`config.mk`:
```
export PLATFORM = sky130hd
export DESIGN_NAME = uart_tx_arbiter
export DESIGN_NICKNAME = d
export VERILOG_FILES = /design/src/rtl/uart_pkg.sv /design/src/rtl/rr_picker.sv /design/src/rtl/uart_tx_arbiter.sv
export SDC_FILE = /design/constraint.sdc
export NUM_CORES = 1
export LEC_CHECK = 0
export BUFFER_PORTS_ARGS = -buffer_cell sky130_fd_sc_hd__buf_2
export CORE_MARGIN = 1.5
export CORE_UTILIZATION = 30
export CTS_CLUSTER_DIAMETER = 150
export DETAILED_ROUTE_END_ITERATION = 10
export PLACE_DENSITY_LB_ADDON = 0.12
export SLEW_MARGIN = 10
export SYNTH_ARGS = -nofsm -noshare
export SYNTH_HDL_FRONTEND = slang
export SYNTH_SLANG_ARGS = --single-unit
```
`constraint.sdc`:
```
create_clock -name clk -period 2.5 [get_ports clk]
set_input_delay 0.25 -clock clk [delete_from_list [all_inputs] [get_ports clk]]
set_output_delay 0.25 -clock clk [all_outputs]
set_load 0.1 [all_outputs]
```
`src/rtl/uart_pkg.sv`:
```
`default_nettype none
// ============================================================================
//  Module      : uart_pkg
//  Description : Shared types and constants for the UART transmit arbiter.
//  Revision    : 1.0 - initial release
// ============================================================================
package uart_pkg;

   localparam int unsigned c_byte_w = 8;

   // State encoding the FTDI transmitter reports when it is idle.
   localparam logic [1:0] c_tx_idle_state = 2'b00;

   typedef enum logic [1:0] {
      S_IDLE      = 2'd0,
      S_START     = 2'd1,
      S_WAIT_BUSY = 2'd2,
      S_WAIT_DONE = 2'd3
   } arb_state_t;

   function automatic logic tx_state_busy(input logic [1:0] tx_state);
      return (tx_state != c_tx_idle_state);
   endfunction

endpackage
`default_nettype wire

```
`src/rtl/rr_picker.sv`:
```
`default_nettype none
// ============================================================================
//  Module      : rr_picker
//  Description : Combinational round-robin search starting at rr_ptr+1.
//  Revision    : 1.0 - initial release
// ============================================================================
module rr_picker #(
   parameter int N_REQ = 4,
   parameter int ID_W  = 2
) (
   input  logic [N_REQ-1:0] req,
   input  logic [ID_W-1:0]  rr_ptr,
   output logic [ID_W-1:0]  winner,
   output logic             found
);

   logic [ID_W:0] w_idx;

   // Walk from the farthest offset down so the nearest set bit wins last.
   always_comb begin
      winner = '0;
      found  = 1'b0;
      w_idx  = '0;
      for (int i = N_REQ; i >= 1; i--) begin
         w_idx = (ID_W+1)'(rr_ptr) + (ID_W+1)'(i);
         if (w_idx >= (ID_W+1)'(N_REQ)) begin
            w_idx = w_idx - (ID_W+1)'(N_REQ);
         end
         if (req[w_idx[ID_W-1:0]]) begin
            winner = w_idx[ID_W-1:0];
            found  = 1'b1;
         end
      end
   end

endmodule
`default_nettype wire

```
`src/rtl/uart_tx_arbiter.sv`:
```
`default_nettype none
// ============================================================================
//  Module      : uart_tx_arbiter
//  Description : Round-robin sharing of one UART transmitter; optional packet
//                lock when UART_ARB_LOCK_EN is defined.
//  Revision    : 1.0 - initial release
// ============================================================================
module uart_tx_arbiter
   import uart_pkg::*;
#(
   parameter int N_REQ         = 4,
   parameter int ID_W          = 2,
   parameter int START_TIMEOUT = 4
) (
   input  logic                      clk,
   input  logic                      reset,
   input  logic [N_REQ-1:0]          req,
   input  logic [c_byte_w*N_REQ-1:0] req_data,
   input  logic [N_REQ-1:0]          lock,
   input  logic                      dtr,
   input  logic                      tx_busy,
   output logic [N_REQ-1:0]          ack,
   output logic [N_REQ-1:0]          done,
   output logic [c_byte_w-1:0]       tx_data,
   output logic                      tx_start,
   output logic [ID_W-1:0]           grant_id,
   output logic                      err_drop
);

   localparam int c_cnt_w = (START_TIMEOUT < 2) ? 1 : $clog2(START_TIMEOUT);
   localparam logic [c_cnt_w-1:0] c_cnt_last = c_cnt_w'(START_TIMEOUT - 1);

   arb_state_t          r_state, w_state_nxt;
   logic [ID_W-1:0]     r_rr_ptr, w_rr_ptr_nxt;
   logic [ID_W-1:0]     r_grant_id, w_grant_id_nxt;
   logic [c_byte_w-1:0] r_tx_data, w_tx_data_nxt;
   logic [N_REQ-1:0]    r_ack, w_ack_nxt;
   logic [N_REQ-1:0]    r_done, w_done_nxt;
   logic                r_tx_start, w_tx_start_nxt;
   logic                r_err_drop, w_err_drop_nxt;
   logic [c_cnt_w-1:0]  r_cnt, w_cnt_nxt;

   logic [ID_W-1:0]     w_pick_id;
   logic                w_pick_found;
   logic [ID_W-1:0]     w_sel_id;
   logic                w_sel_valid;
   logic                w_sel_locked;
   logic [c_byte_w-1:0] w_sel_byte;

   function automatic logic [N_REQ-1:0] onehot(input logic [ID_W-1:0] idx);
      logic [N_REQ-1:0] v;
      v      = '0;
      v[idx] = 1'b1;
      return v;
   endfunction

   rr_picker #(
      .N_REQ (N_REQ),
      .ID_W  (ID_W)
   ) u_rr_picker (
      .req    (req),
      .rr_ptr (r_rr_ptr),
      .winner (w_pick_id),
      .found  (w_pick_found)
   );

`ifdef UART_ARB_LOCK_EN
   // Lock only applies once someone has actually owned the channel.
   logic r_owned;

   always_ff @(posedge clk) begin
      if (reset) begin
         r_owned <= 1'b0;
      end else if (r_state == S_START) begin
         r_owned <= 1'b1;
      end
   end

   always_comb begin
      w_sel_id     = w_pick_id;
      w_sel_valid  = w_pick_found;
      w_sel_locked = 1'b0;
      if (r_owned && req[r_grant_id] && lock[r_grant_id]) begin
         w_sel_id     = r_grant_id;
         w_sel_valid  = 1'b1;
         w_sel_locked = 1'b1;
      end
   end
`else
   logic w_unused_lock;
   assign w_unused_lock = ^lock;

   always_comb begin
      w_sel_id     = w_pick_id;
      w_sel_valid  = w_pick_found;
      w_sel_locked = 1'b0;
   end
`endif

   always_comb begin
      w_sel_byte = '0;
      for (int i = 0; i < N_REQ; i++) begin
         if (w_sel_id == ID_W'(i)) begin
            w_sel_byte = req_data[i*c_byte_w +: c_byte_w];
         end
      end
   end

   always_comb begin
      w_state_nxt    = r_state;
      w_rr_ptr_nxt   = r_rr_ptr;
      w_grant_id_nxt = r_grant_id;
      w_tx_data_nxt  = r_tx_data;
      w_ack_nxt      = '0;
      w_done_nxt     = '0;
      w_tx_start_nxt = 1'b0;
      w_err_drop_nxt = 1'b0;
      w_cnt_nxt      = r_cnt;
      case (r_state)
         S_IDLE: begin
            if (dtr && !tx_busy && w_sel_valid) begin
               w_grant_id_nxt = w_sel_id;
               w_rr_ptr_nxt   = w_sel_locked ? r_rr_ptr : w_sel_id;
               w_tx_data_nxt  = w_sel_byte;
               w_ack_nxt      = onehot(w_sel_id);
               w_tx_start_nxt = 1'b1;
               w_state_nxt    = S_START;
            end
         end
         S_START: begin
            w_cnt_nxt   = '0;
            w_state_nxt = S_WAIT_BUSY;
         end
         S_WAIT_BUSY: begin
            if (tx_busy) begin
               w_state_nxt = S_WAIT_DONE;
            end else if (r_cnt == c_cnt_last) begin
               w_err_drop_nxt = 1'b1;
               w_state_nxt    = S_IDLE;
            end else begin
               w_cnt_nxt = r_cnt + 1'b1;
            end
         end
         S_WAIT_DONE: begin
            if (!tx_busy) begin
               w_done_nxt  = onehot(r_grant_id);
               w_state_nxt = S_IDLE;
            end
         end
         default: w_state_nxt = S_IDLE;
      endcase
   end

   always_ff @(posedge clk) begin
      if (reset) begin
         r_state    <= S_IDLE;
         r_rr_ptr   <= ID_W'(N_REQ - 1);
         r_grant_id <= '0;
         r_tx_data  <= '0;
         r_ack      <= '0;
         r_done     <= '0;
         r_tx_start <= 1'b0;
         r_err_drop <= 1'b0;
         r_cnt      <= '0;
      end else begin
         r_state    <= w_state_nxt;
         r_rr_ptr   <= w_rr_ptr_nxt;
         r_grant_id <= w_grant_id_nxt;
         r_tx_data  <= w_tx_data_nxt;
         r_ack      <= w_ack_nxt;
         r_done     <= w_done_nxt;
         r_tx_start <= w_tx_start_nxt;
         r_err_drop <= w_err_drop_nxt;
         r_cnt      <= w_cnt_nxt;
      end
   end

   assign ack      = r_ack;
   assign done     = r_done;
   assign tx_data  = r_tx_data;
   assign tx_start = r_tx_start;
   assign grant_id = r_grant_id;
   assign err_drop = r_err_drop;

endmodule
`default_nettype wire

```
==> flow_summary_export.csv <==
group,metric,value,unit
run_status,status,"complete, no violations",
clocking,root_buffer,"clkbuf_8",
worst_setup_path,required,2.68,ns
pwr,p_per_area,591,nW/µm²
global_route,grt_pass1_wl,4.22,mm
final_layout,drive_gt1_frac,0.365,
synthesis,yosys_warnings,0,
detailed_routing,wl_per_cell,12.0,µm
run,max_cap_viol_count,0,
placement,gp_congestion,0.707,
timing,grt_setup_unrepaired,"false",
clocking,cts_buffer_depth,2,
worst_setup_path,r2r_cells,4,
final_layout,fillerInstances,393,
synthesis,synth_top_area_cell,"dfxtp_1",
clocking,cts.clk_slew.worst_paths,0.08,ns
die,initial_core_util,0.322,
global_route,antenna_found_initial,0,
die,die_w,66.6,µm
global_route,grt_overflow_total,0,
final_layout,n_antenna_cell,0,
worst_setup_path,cp_max_fo,18,
detailed_routing,wl,2.74,mm
timing,clock_skew,0.00173,ns
pwr,power_leakage,0.743,nW
worst_setup_path,cp-end-kind,"flop",
detailed_routing,vias_per_cell,4.84,
synthesis,netlist_area,1210,µm²
timing,finalSetupViolations,0,
worst_setup_path,critPathLaunchType,"flop",
synthesis,synth_area_leaders,"dfxtp_1 (43%), mux2i_1 (15%), o221ai_1 (5.8%)",
final_layout,area_delta_synth_final,30.9,%
clocking,htreeDepth,1,
clocking,ctsResizeCount,0,
timing,hold_violations,0,
timing,worstMarginPinSlew,0.496,ns
synthesis,yosysTopAreaCellShare,0.428,
synthesis,syn_nets,172,
worst_setup_path,cp.arrival,2.02,ns
detailed_routing,drc,0,
clocking,cts_tree,"built",
synthesis,synth_seq_cells,26,
clocking,numCtsBuffers,3,
timing,min_period,1.85,ns
pwr,vdd_ir_drop_max,0.000203,V
die,die_y,66.6,µm
synthesis,synth.avg_cell_area,9.57,µm²
global_route,globalRouteTotalUtil,0.122,
hold_path,hold_path.class,"in -> reg",
die,num_rows,22,
detailed_routing,firstDrtPassIters,4,
final_layout,nets,228,
detailed_routing,ant_nets,0,
clocking,cts_num_sinks,26,
timing,maxSlewViolCount,0,
clocking,hold_buffers,0,
detailed_routing,via_count,1109,
clocking,post_cts_buffers,0,
final_layout,final_common_cell,"buf_2",
timing,relSlewSlack,0.671,
timing,finalCritPeriodShare,0.739,
detailed_routing,drt_iter0_drc,41,
clocking,clk_latency,0.26,ns
die,core-area,3770,µm²
die,die_area,4440,µm²
placement,dp_hpwl,2.06,mm
synthesis,yosysSeqAreaShare,0.428,
global_route,first_global_vias,986,
synthesis,synthCells,127,
final_layout,final_cell_mix,"buf_2 (59), dfxtp_1 (26), nor2_1 (18), mux2i_1 (18)",
timing,setup_tns,0,ns
worst_setup_path,crit_type,"reg -> reg",
synthesis,synth_cell_types,30,
placement,portBuffers,59,
global_route,grt_max_degree,22,
hold_path,whs_path_depth,3,
timing,fmax,542,MHz
pwr,total_power,0.940,mW
die,io_pins,64,
[power breakdown]
group          total, mW  internal (mW)  switching, mW
clock network      0.225          0.108          0.118
logic              0.264         0.0859          0.178
registers          0.451          0.434         0.0172
[cell type report]
type	count	area, µm²	share of cell area
multi-input cells	92	666	0.419
well taps	48	60.1	0.0378
clock buffers	3	41.3	0.0260
flip-flops and latches	26	520	0.327
repair buffers	60	303	0.190
[through the flow]
step | setup WS [ns] | util | cells | hold slack [ns] | cell area (µm²)
3_3_place_gp | 0.667 | 0.411 | 226 | 0.483 | 1550
3_5_place_dp | 0.659 | 0.411 | 226 | 0.487 | 1550
6_report | 0.653 | 0.422 | 229 | 0.292 | 1590
2_1_floorplan | 0.997 | - | 127 | 0.399 | 1210
4_1_cts | 0.635 | 0.422 | 229 | 0.290 | 1590
5_1_grt | 0.490 | 0.422 | 229 | 0.297 | 1590
[worst paths after layout]
path / start / endpoint / slack, ns
worst max-delay path: r_state[1] / tx_data[7] / 0.65
worst min-delay path: tx_busy / r_state[0] / 0.29
worst max register to register: r_state[1] / tx_data[7] / 0.65
worst min register to register: grant_id[1] / done[1] / 0.51
[state kept, by name, indices dropped and copies added (netlist names)]
register and count:
grant_id 2, done 4, r_cnt 2, tx_data 8, r_state 2, ack 4
tx_start 1, r_rr_ptr 2, err_drop 1
[cell families after synthesis]
family | after synthesis | share of synthesized area
compound gates | 22 | 0.133
flops | 26 | 0.428
buf+inv | 9 | 0.0381
simple gates | 51 | 0.242
fa+ha+maj | 1 | 0.0103
mux | 18 | 0.148
[cell usage after synthesis]
master and count:
or3_1 2, nor2b_1 5, and4b_1 1, nor3_1 3
o31a_1 1, and2b_1 1, buf_6 1, clkbuf_2 1
o21bai_1 1, o21ai_0 2, nand2b_1 3, a211oi_1 2
nand3b_1 8, clkbuf_1 4, a211o_1 1, nor3b_1 1
dfxtp_1 26, ha_1 1, buf_2 3, mux2i_1 18
o221ai_1 8, nor2_1 18, nor4b_1 1, nand4b_4 1
nand3_1 2, a21o_1 1, nor2_2 1, o311ai_1 1
nand2_1 4, a21oi_1 5
[critical path: stages (launching register included)]
cell and delay (ns):
dfxtp_1 0.43, nor2_2 0.21, nand4b_4 0.28, or3_1 0.59, o221ai_1 0.25
[metal layers]
metal	vias up	routed length, µm	global-route usage
li1	571	-	-
met1	508	1200	0.155
met2	28	1350	0.205
met3	2	172	0.0287
met4	0	18	0.0306
met5	-	0	0
(Power assumes the default switching activity.)
